### src/rtl/aesl_deadlock_pkg.sv
// Shared types and helpers for the per-kernel deadlock stall detector.
package aesl_deadlock_pkg;

    typedef enum logic [1:0] {
        RUN     = 2'd0,
        SUSPECT = 2'd1,
        BLOCKED = 2'd2
    } dl_state_t;

    // Index width for an n-wide vector, never narrower than one bit.
    function automatic int unsigned idx_w(input int unsigned n);
        return (n > 1) ? $clog2(n) : 1;
    endfunction

endpackage

### src/rtl/aesl_deadlock_prio_enc.sv
// Combinational priority encoder: reports the lowest set bit of vec and whether any bit is set.
module aesl_deadlock_prio_enc
    import aesl_deadlock_pkg::*;
#(
    parameter int unsigned N = 2
) (
    input  logic [N-1:0]          vec,
    output logic [idx_w(N)-1:0]   idx,
    output logic                  vld
);

    localparam int unsigned IW = idx_w(N);

    // Scan from the top so the lowest set bit is the last assignment.
    always_comb begin
        idx = '0;
        vld = |vec;
        for (int i = int'(N) - 1; i >= 0; i--) begin
            if (vec[i]) begin
                idx = IW'(i);
            end
        end
    end

endmodule

### src/rtl/aesl_deadlock_stall_detector.sv
// Per-kernel deadlock detector: flags a sticky block once the stall pattern stops changing
// for STALL_CYCLES consecutive cycles and snapshots the pattern seen at detection.
module aesl_deadlock_stall_detector
    import aesl_deadlock_pkg::*;
#(
    parameter int unsigned N_AXIS       = 2,
    parameter int unsigned N_INST       = 1,
    parameter int unsigned STALL_CYCLES = 1000,
    parameter int unsigned CNT_W        = 16
) (
    input  logic                        clock,
    input  logic                        reset,
    input  logic [N_AXIS-1:0]           axis_block_sigs,
    input  logic [N_INST-1:0]           inst_idle_sigs,
    input  logic [N_INST-1:0]           inst_block_sigs,
    input  logic                        clear,
    output logic                        block,
    output logic [CNT_W-1:0]            stall_cnt,
    output logic [N_AXIS-1:0]           axis_snap,
    output logic [N_INST-1:0]           inst_snap,
    output logic [idx_w(N_AXIS)-1:0]    first_axis_idx,
    output logic                        first_axis_vld
);

    localparam int unsigned       SIG_W     = N_AXIS + N_INST;
    localparam int unsigned       IDX_W     = idx_w(N_AXIS);
    localparam longint unsigned   CNT_CAP   = (64'd1 << CNT_W) - 64'd1;
    localparam logic [CNT_W-1:0]  CNT_MAX   = '1;
    localparam logic [CNT_W-1:0]  STALL_LIM = CNT_W'(STALL_CYCLES);

    if (CNT_CAP < 64'(STALL_CYCLES)) begin : g_cnt_w_check
        $error("CNT_W too narrow to count to STALL_CYCLES");
    end

    dl_state_t            state_q, state_d;
    logic [SIG_W-1:0]     sig, prev_sig_q, prev_sig_d;
    logic [CNT_W-1:0]     cnt_q, cnt_d, cnt_inc;
    logic                 block_q, block_d;
    logic [N_AXIS-1:0]    axis_snap_q, axis_snap_d;
    logic [N_INST-1:0]    inst_snap_q, inst_snap_d;
    logic [IDX_W-1:0]     idx_q, idx_d, enc_idx;
    logic                 vld_q, vld_d, enc_vld;
    logic                 all_idle, stall_now, same_sig, enter_blocked;

    // A fully idle kernel has finished rather than deadlocked.
    assign sig       = {inst_block_sigs, axis_block_sigs};
    assign all_idle  = &inst_idle_sigs;
    assign stall_now = (|sig) & ~all_idle;
    assign same_sig  = (sig == prev_sig_q);
    assign cnt_inc   = cnt_q + CNT_W'(1);

    aesl_deadlock_prio_enc #(
        .N (N_AXIS)
    ) u_prio_enc (
        .vec (axis_block_sigs),
        .idx (enc_idx),
        .vld (enc_vld)
    );

    always_ff @(posedge clock or negedge reset) begin
        if (!reset) begin
            state_q <= RUN;
        end else begin
            state_q <= state_d;
        end
    end

    always_comb begin
        state_d = state_q;
        if (clear) begin
            state_d = RUN;
        end else begin
            unique case (state_q)
                RUN: begin
                    if (stall_now) begin
                        state_d = (STALL_CYCLES == 1) ? BLOCKED : SUSPECT;
                    end
                end
                SUSPECT: begin
                    if (!stall_now) begin
                        state_d = RUN;
                    end else if (same_sig && (cnt_inc == STALL_LIM)) begin
                        state_d = BLOCKED;
                    end
                end
                BLOCKED: state_d = BLOCKED;
                default: state_d = RUN;
            endcase
        end
    end

    assign enter_blocked = (state_d == BLOCKED) && (state_q != BLOCKED);

    always_comb begin
        prev_sig_d  = prev_sig_q;
        cnt_d       = cnt_q;
        block_d     = block_q;
        axis_snap_d = axis_snap_q;
        inst_snap_d = inst_snap_q;
        idx_d       = idx_q;
        vld_d       = vld_q;
        if (clear) begin
            prev_sig_d  = '0;
            cnt_d       = '0;
            block_d     = 1'b0;
            axis_snap_d = '0;
            inst_snap_d = '0;
            idx_d       = '0;
            vld_d       = 1'b0;
        end else begin
            unique case (state_q)
                RUN: begin
                    if (stall_now) begin
                        cnt_d      = CNT_W'(1);
                        prev_sig_d = sig;
                    end else begin
                        cnt_d = '0;
                    end
                end
                SUSPECT: begin
                    if (!stall_now) begin
                        cnt_d = '0;
                    end else if (!same_sig) begin
                        // A shifting pattern is progress: restart the run on the new pattern.
                        cnt_d      = CNT_W'(1);
                        prev_sig_d = sig;
                    end else begin
                        cnt_d = cnt_inc;
                    end
                end
                BLOCKED: begin
                    if (stall_now && (cnt_q != CNT_MAX)) begin
                        cnt_d = cnt_inc;
                    end
                end
                default: cnt_d = '0;
            endcase
            if (enter_blocked) begin
                block_d     = 1'b1;
                axis_snap_d = axis_block_sigs;
                inst_snap_d = inst_block_sigs;
                idx_d       = enc_idx;
                vld_d       = enc_vld;
            end
        end
    end

    always_ff @(posedge clock or negedge reset) begin
        if (!reset) begin
            prev_sig_q  <= '0;
            cnt_q       <= '0;
            block_q     <= 1'b0;
            axis_snap_q <= '0;
            inst_snap_q <= '0;
            idx_q       <= '0;
            vld_q       <= 1'b0;
        end else begin
            prev_sig_q  <= prev_sig_d;
            cnt_q       <= cnt_d;
            block_q     <= block_d;
            axis_snap_q <= axis_snap_d;
            inst_snap_q <= inst_snap_d;
            idx_q       <= idx_d;
            vld_q       <= vld_d;
        end
    end

    assign block          = block_q;
    assign stall_cnt      = cnt_q;
    assign axis_snap      = axis_snap_q;
    assign inst_snap      = inst_snap_q;
    assign first_axis_idx = idx_q;
    assign first_axis_vld = vld_q;

endmodule

### config.mk
export PLATFORM = sky130hd
export DESIGN_NAME = aesl_deadlock_stall_detector
export DESIGN_NICKNAME = d
export VERILOG_FILES = /design/src/rtl/aesl_deadlock_pkg.sv /design/src/rtl/aesl_deadlock_prio_enc.sv /design/src/rtl/aesl_deadlock_stall_detector.sv
export SDC_FILE = /design/constraint.sdc
export NUM_CORES = 1
export LEC_CHECK = 0
export ABC_AREA = 1
export CAP_MARGIN = 20
export CORE_ASPECT_RATIO = 1.2
export CORE_MARGIN = 4
export CORE_UTILIZATION = 45
export DETAILED_ROUTE_END_ITERATION = 16
export DONT_BUFFER_PORTS = 1
export GPL_ROUTABILITY_DRIVEN = 0
export PLACE_DENSITY_LB_ADDON = 0.08
export SETUP_SLACK_MARGIN = 0.3
export SKIP_LAST_GASP = 1
export SLEW_MARGIN = 20
export SYNTH_ARGS = -nofsm -noshare
export SYNTH_HDL_FRONTEND = slang
export SYNTH_SLANG_ARGS = --single-unit
### constraint.sdc
create_clock -name clock -period 2 [get_ports clock]
set_input_delay 0.4 -clock clock [delete_from_list [all_inputs] [get_ports clock]]
set_output_delay 0.4 -clock clock [all_outputs]
set_load 0.02 [all_outputs]
Word-level counts from Yosys, hierarchy flattened
Cells that the tools add are included.
{"block": "word_totals", "ff_bits": 27, "inputBits": 7}
{"block": "op_classes", "addsub": 1, "n_eq_ne": 11, "mux": 28, "bitwise": 2, "reduce_logical": 9}
{"cell": "16-bit 2-to-1 mux", "count": 4}
{"cell": "16-bit case mux with 3 select lines", "count": 1}
{"cell": "16-bit by 1-bit adder with 16-bit output, second input constant", "count": 1}
{"cell": "16-bit by 10-bit equality test with 1-bit output, second input constant", "count": 1}
{"cell": "16-bit != test, second input constant", "count": 1}
{"cell": "2-bit 2-to-1 mux", "count": 6}
{"cell": "3-bit 2-to-1 mux", "count": 4}
{"cell": "3-bit != test, second input constant", "count": 4}
{"cell": "1-bit 2-to-1 mux", "count": 11}
{"cell": "2-bit case mux with 3 select lines", "count": 1}
{"cell": "3-bit case mux with 2 select lines", "count": 1}
{"cell": "2-bit equality test, second input constant", "count": 2}
{"cell": "4-bit AND reduction", "count": 1}
{"cell": "3-bit equality test", "count": 1}
{"cell": "1-bit logical AND", "count": 3}
{"cell": "3-bit nonzero test", "count": 1}
{"cell": "3-bit OR reduction", "count": 1}
{"cell": "2-bit by 1-bit equality test with 1-bit output, second input constant", "count": 1}
{"cell": "2-bit zero test", "count": 1}
{"cell": "2-bit != test, second input constant", "count": 1}
{"cell": "2-bit nonzero test", "count": 1}
{"cell": "2-bit OR reduction", "count": 1}
{"cell": "1-bit AND", "count": 1}
{"cell": "1-bit inverter", "count": 1}

Depth between registers and ports, before layout
{"block": "logic_depth", "ltp_word": 11, "ltp_mapped": 12}

Hierarchy
A second synthesis with hierarchy kept.
{"block": "hier_totals", "hier_cells": 232, "hier_area_um2": 1685.4}
{"module": "aesl_deadlock_stall_detector", "n_inst": 1, "cells_per_inst": 228, "area_per_inst_um2": 1670.4}
{"module": "aesl_deadlock_prio_enc", "n_inst": 1, "cells_per_inst": 4, "area_per_inst_um2": 15.0}

Worst setup path before layout
OpenSTA, ideal clock, no wires.
{"block": "synth_timing", "path_type": "reg2reg", "start": "reg cnt_q[1] (netlist: stall_cnt[1])", "end": "reg cnt_q[4] (netlist: stall_cnt[4])", "setup_ns": 0.122, "arrival_time_ns": 1.750, "required_time_ns": 1.878, "setup_slack_ns": 0.128, "path_stages_with_launch": 11, "n_path_buf": 0, "period_less_slack_ns": 1.872, "path_cell_list": "dfrtp_1 > ha_1 > nand3_2 > nor2_4 > nand3_1 > o21ai_1 > nand3_2 > nand3_2 > inv_2 > nand2_1 > o21ai_1"}
{"block": "synth_between", "elab_chain_len": 5, "word_cells_on_any_way": 9, "classes_between": "add/sub: 1; eq/ne: 2; mux: 5; reduce/logical: 1"}
{"item": "from (decl)", "line_no": "aesl_deadlock_stall_detector.sv:37", "text": "logic [CNT_W-1:0] cnt_q, cnt_d, cnt_inc;"}
{"item": "from (signal assigned)", "line_no": "aesl_deadlock_stall_detector.sv:159", "text": "cnt_q <= cnt_d;"}
{"item": "16-bit by 1-bit adder with 16-bit output", "line_no": "aesl_deadlock_stall_detector.sv:50", "text": "assign cnt_inc = cnt_q + CNT_W'(1);"}
{"item": "16-bit 2-to-1 mux", "line_no": "aesl_deadlock_stall_detector.sv:123", "text": "end else if (!same_sig) begin"}
{"item": "16-bit 2-to-1 mux", "line_no": "aesl_deadlock_stall_detector.sv:121", "text": "if (!stall_now) begin"}
{"item": "16-bit case mux with 3 select lines", "line_no": "aesl_deadlock_stall_detector.sv:111", "text": "unique case (state_q)"}
{"item": "16-bit 2-to-1 mux", "line_no": "aesl_deadlock_stall_detector.sv:102", "text": "if (clear) begin"}
Several ways; a longest one is shown, not always the timed one. The select of a mux whose other input is x is not followed.
A chain may end at the register's enable or synchronous reset.

Worst setup path in the final report
{"block": "layout_timing", "start": "reg cnt_q[2] (netlist: stall_cnt[2])", "end": "reg axis_snap_q[1] (netlist: axis_snap[1])"}
{"block": "layout_between", "elab_chain_len": 10}
{"item": "16-bit by 1-bit adder with 16-bit output", "line_no": "aesl_deadlock_stall_detector.sv:50"}
{"item": "16-bit by 10-bit equality test with 1-bit output", "line_no": "aesl_deadlock_stall_detector.sv:82", "text": "end else if (same_sig && (cnt_inc == STALL_LIM)) begin"}
{"item": "1-bit logical AND", "line_no": "aesl_deadlock_stall_detector.sv:82"}
{"item": "2-bit 2-to-1 mux", "line_no": "aesl_deadlock_stall_detector.sv:82"}
{"item": "2-bit 2-to-1 mux", "line_no": "aesl_deadlock_stall_detector.sv:80", "text": "if (!stall_now) begin"}
{"item": "2-bit case mux with 3 select lines", "line_no": "aesl_deadlock_stall_detector.sv:73", "text": "unique case (state_q)"}
{"item": "2-bit 2-to-1 mux", "line_no": "aesl_deadlock_stall_detector.sv:70", "text": "if (clear) begin"}
{"item": "2-bit equality test", "line_no": "aesl_deadlock_stall_detector.sv:92", "text": "assign enter_blocked = (state_d == BLOCKED) && (state_q != BLOCKED);"}
{"item": "1-bit logical AND", "line_no": "aesl_deadlock_stall_detector.sv:92"}
{"item": "2-bit nonzero test (no line)"}
{"item": "to (signal assigned)", "line_no": "aesl_deadlock_stall_detector.sv:161", "text": "axis_snap_q <= axis_snap_d;"}
{"item": "to (decl)", "line_no": "aesl_deadlock_stall_detector.sv:39", "text": "logic [N_AXIS-1:0] axis_snap_q, axis_snap_d;"}
No other way between the ends.

==> reports/qor.yml <==
crit_path_max_incr_delay_ns: 0.52
dpl.hpwl_um: 3233
area_growth_syn_to_layout_pct: 29.62
drc: 0
synth_top_area_cell: "dfrtp_1"
min_period_over_period_pct: 94.03
min_path_type: "primary input to register"
synth_ff_type: "dfrtp_1"
slew_viol_final: 0
crit_path_cell_trace: "nand2_2 -> nor2_4 -> nand2_2 -> clkinv_2 -> nand2_2 -> nand2_2 -> nand3_2 -> nor2_4 -> nand4_1 -> nand3_1 -> nand2_1"
root_buffer: "clkbuf_8"
peakVddDrop_mv: 0.3500
die_x_um: 62.74
dr.first_iter.drc_count: 148
start_util_pct: 47.64
layout.nets: 268
grt_pass1_vias: 1710
p_leak_nw: 0.9631
critical_path.most_common_cell: "nand2_2"
coreArea_um2: 3396
worstSetupPathType: "register to register"
hold_violations: 0
synth_edf_count: 0
drt-total-wl_um: 4564
cts_tree: "yes"
instances_no_fill: 295
vias_per_cell: 5.644
p_per_area_nw_per_um2: 453.7
post_drt_wl_per_cell_um: 15.47
fmax_mhz: 531.7
cts_buffers: 3
hp-start: "clear"
worstPathRequired_ns: 2.18
crit_slowest_cell: "dfrtp_2"
diodes: 0
rows: 23
setup_slack_ns: 0.1194
yosysTopAreaCellShare_pct: 41.76
cap_violations: 0
grt-ovfl-total: 0
finClkSkew_ns: 0.002015
synthDistinctLibCells: 23
drive_gt1_share_pct: 28.29
status: "finished, final reports clean"
dieArea_um2: 4622
synthArstFlopShare_pct: 100.0
synthMostInstantiatedCell: "nand2_1"
cp_max_fo: 6
worstMarginPinSlew_ns: 0.3621
path_clk_slew_ns: 0.10
synth_fp_nets: 236
dr_total_vias: 1665
worstReg2RegStart: "stall_cnt[2]$_DFFE_PN0P_"
syn_area_um2: 1618
cpLargestDelayFamily: "simple AND/OR/NAND/NOR gates"
start_kind: "register"
port_buffers: 0
rsz0062_at_grt: "true"
crit_start: "stall_cnt[2]$_DFFE_PN0P_"
fin_util_pct: 61.75
min_period_ns: 1.881
numClockSinks: 27
synthCells: 227
dp_worst_setup_slack_ns: 0.06529
dp_cells: 278
grt_max_degree: 28
drt_pass1_iterations: 4
ys_ff_latch: 27
cts_buffer_depth: 2
slew_headroom_pct: 75.86
grt_pass1_wl_um: 7700
synthTopCellsByArea: "dfrtp_1 (42%), nand2_1 (19%), inv_1 (7.0%), nand3_1 (6.5%), nand4_1 (3.1%)"
die_y_um: 73.68
synth_commonest_cells: "nand2_1 (83), inv_1 (30), dfrtp_1 (27), nand3_1 (21)"
worstPathArrival_ns: 2.06
yosysSeqAreaShare_pct: 41.76
syn_avg_cell_area_um2: 7.127
cts_max_level: 1
setup_viol: 0
yosysWarnings: 0
cp_num_buf_inv: 1
final.setup.tns_ns: 0
ant_nets: 0
holdWs_ns: 0.1846
clk_latency_ns: 0.28
grt_antenna_before_repair: 0
crit_path_end_kind: "register"
grt_use_total_pct: 20.86
pin_count: 29
worst reg2reg max path, cell delays in order, from the launching register on:
cell      delay [ns]
dfrtp_2         0.52
nand2_2         0.10
nor2_4          0.22
nand2_2         0.11
clkinv_2        0.07
nand2_2         0.05
nand2_2         0.08
nand3_2         0.09
nor2_4          0.13
nand4_1         0.20
nand3_1         0.14
nand2_1         0.06
per-layer routing:
metal / part of all wire (%) / GRT usage [%] / vias up
li1: - / - / 793
met1: 39 / 23.63 / 810
met2: 54 / 38.86 / 52
met3: 5.6 / 3.517 / 10
met4: 1.5 / 8.824 / 0
met5: 0 / 0 / -
sequential cells by signal (all words and copies together) (netlist names):
name / count
stall_cnt: 16
prev_sig_q: 3
axis_snap: 2
state_q: 2
block: 1
first_axis_idx: 1
first_axis_vld: 1
inst_snap: 1
cells by family (layout without fill, tap and decap cells):
| group | after synthesis | count (layout) | share of synthesized area [%] |
|---|---|---|---|
| fa+ha+maj | 2 | 2 | 1.547 |
| buf+inv | 35 | 66 | 8.198 |
| compound gates | 25 | 25 | 8.585 |
| xor+xnor | 2 | 2 | 1.083 |
| flops | 27 | 27 | 41.76 |
| simple gates | 136 | 136 | 38.82 |
cell usage in the layout (no fill, tap or decap):
| master | instances |
|---|---|
| nand2_1 | 77 |
| inv_1 | 29 |
| dfrtp_1 | 23 |
| buf_4 | 19 |
| nand3_1 | 17 |
| nor2_4 | 8 |
| nand4_1 | 8 |
| nor2_1 | 8 |
| o21ai_1 | 8 |
| nand2_2 | 7 |
| nand3_2 | 5 |
| o22ai_2 | 5 |
| buf_6 | 5 |
| dfrtp_2 | 4 |
| nand3_4 | 3 |
| o21ai_0 | 3 |
| o21ai_2 | 3 |
| o22ai_1 | 3 |
| clkbuf_8 | 3 |
| nor2_2 | 2 |
| inv_2 | 2 |
| clkinv_2 | 1 |
| xnor2_1 | 1 |
| xor2_1 | 1 |
| nand3b_1 | 1 |
| a31oi_1 | 1 |
| clkinv_1 | 1 |
| a21oi_1 | 1 |
| inv_6 | 1 |
| a22oi_1 | 1 |
| ha_1 | 1 |
| ha_4 | 1 |
| clkinvlp_4 | 1 |
| inv_4 | 1 |
| buf_2 | 1 |
| buf_12 | 1 |
| dlygate4sd3_1 | 1 |
path summary, 6_finish.rpt:
path / endpoint / slack (ns) / cells past startpoint
worst max-delay path: axis_snap[1]$_DFFE_PN0P_ / 0.12 / 11
worst min-delay path: state_q[1]$_DFF_PN0_ / 0.18 / 1
worst max register to register: axis_snap[1]$_DFFE_PN0P_ / 0.12 / 11
worst min register to register: prev_sig_q[1]$_DFFE_PN0P_ / 0.57 / 2
max in group asynchronous: stall_cnt[1]$_DFFE_PN0P_ / 1.27 / 2
min in group asynchronous: stall_cnt[9]$_DFFE_PN0P_ / 0.56 / 2
power by group:
part           internal [mW]  switching, mW  total [mW]
sequential             0.552        0.00623       0.558
combinational         0.0238         0.0448      0.0686
clock                  0.142          0.183       0.325
total                  0.717          0.234       0.951
through the flow:
step / area [µm²] / total power [mW]
after floorplan: 1663 / 0.6005
after global placement: 1814 / 0.6104
after detailed placement: 1814 / 0.6114
after CTS: 2023 / 0.9575
after global routing: 2097 / 0.9924
final: 2097 / 0.9514
repair_timing:
item                       4_1_cts  5_1_grt
setup endpoints to repair       24       24
hold endpoints to repair        27        0
pin swaps                       11        7
resized for setup               23       10
hold buffers                     2        0
gates cloned                     2        0
setup buffers                    5        4
cell type report:
type,instances,area [µm²]
Timing Repair inverter,1,6.256
Timing Repair Buffer,27,234.0
Tap cell,37,46.29
Clock buffer,3,41.29
Inverter,34,133.9
Clock inverter,1,7.507
Sequential cell,27,680.7
Multi-Input combinational cell,165,947.2
Fill cell,300,1299
Power figures use the tool's default switching activity.
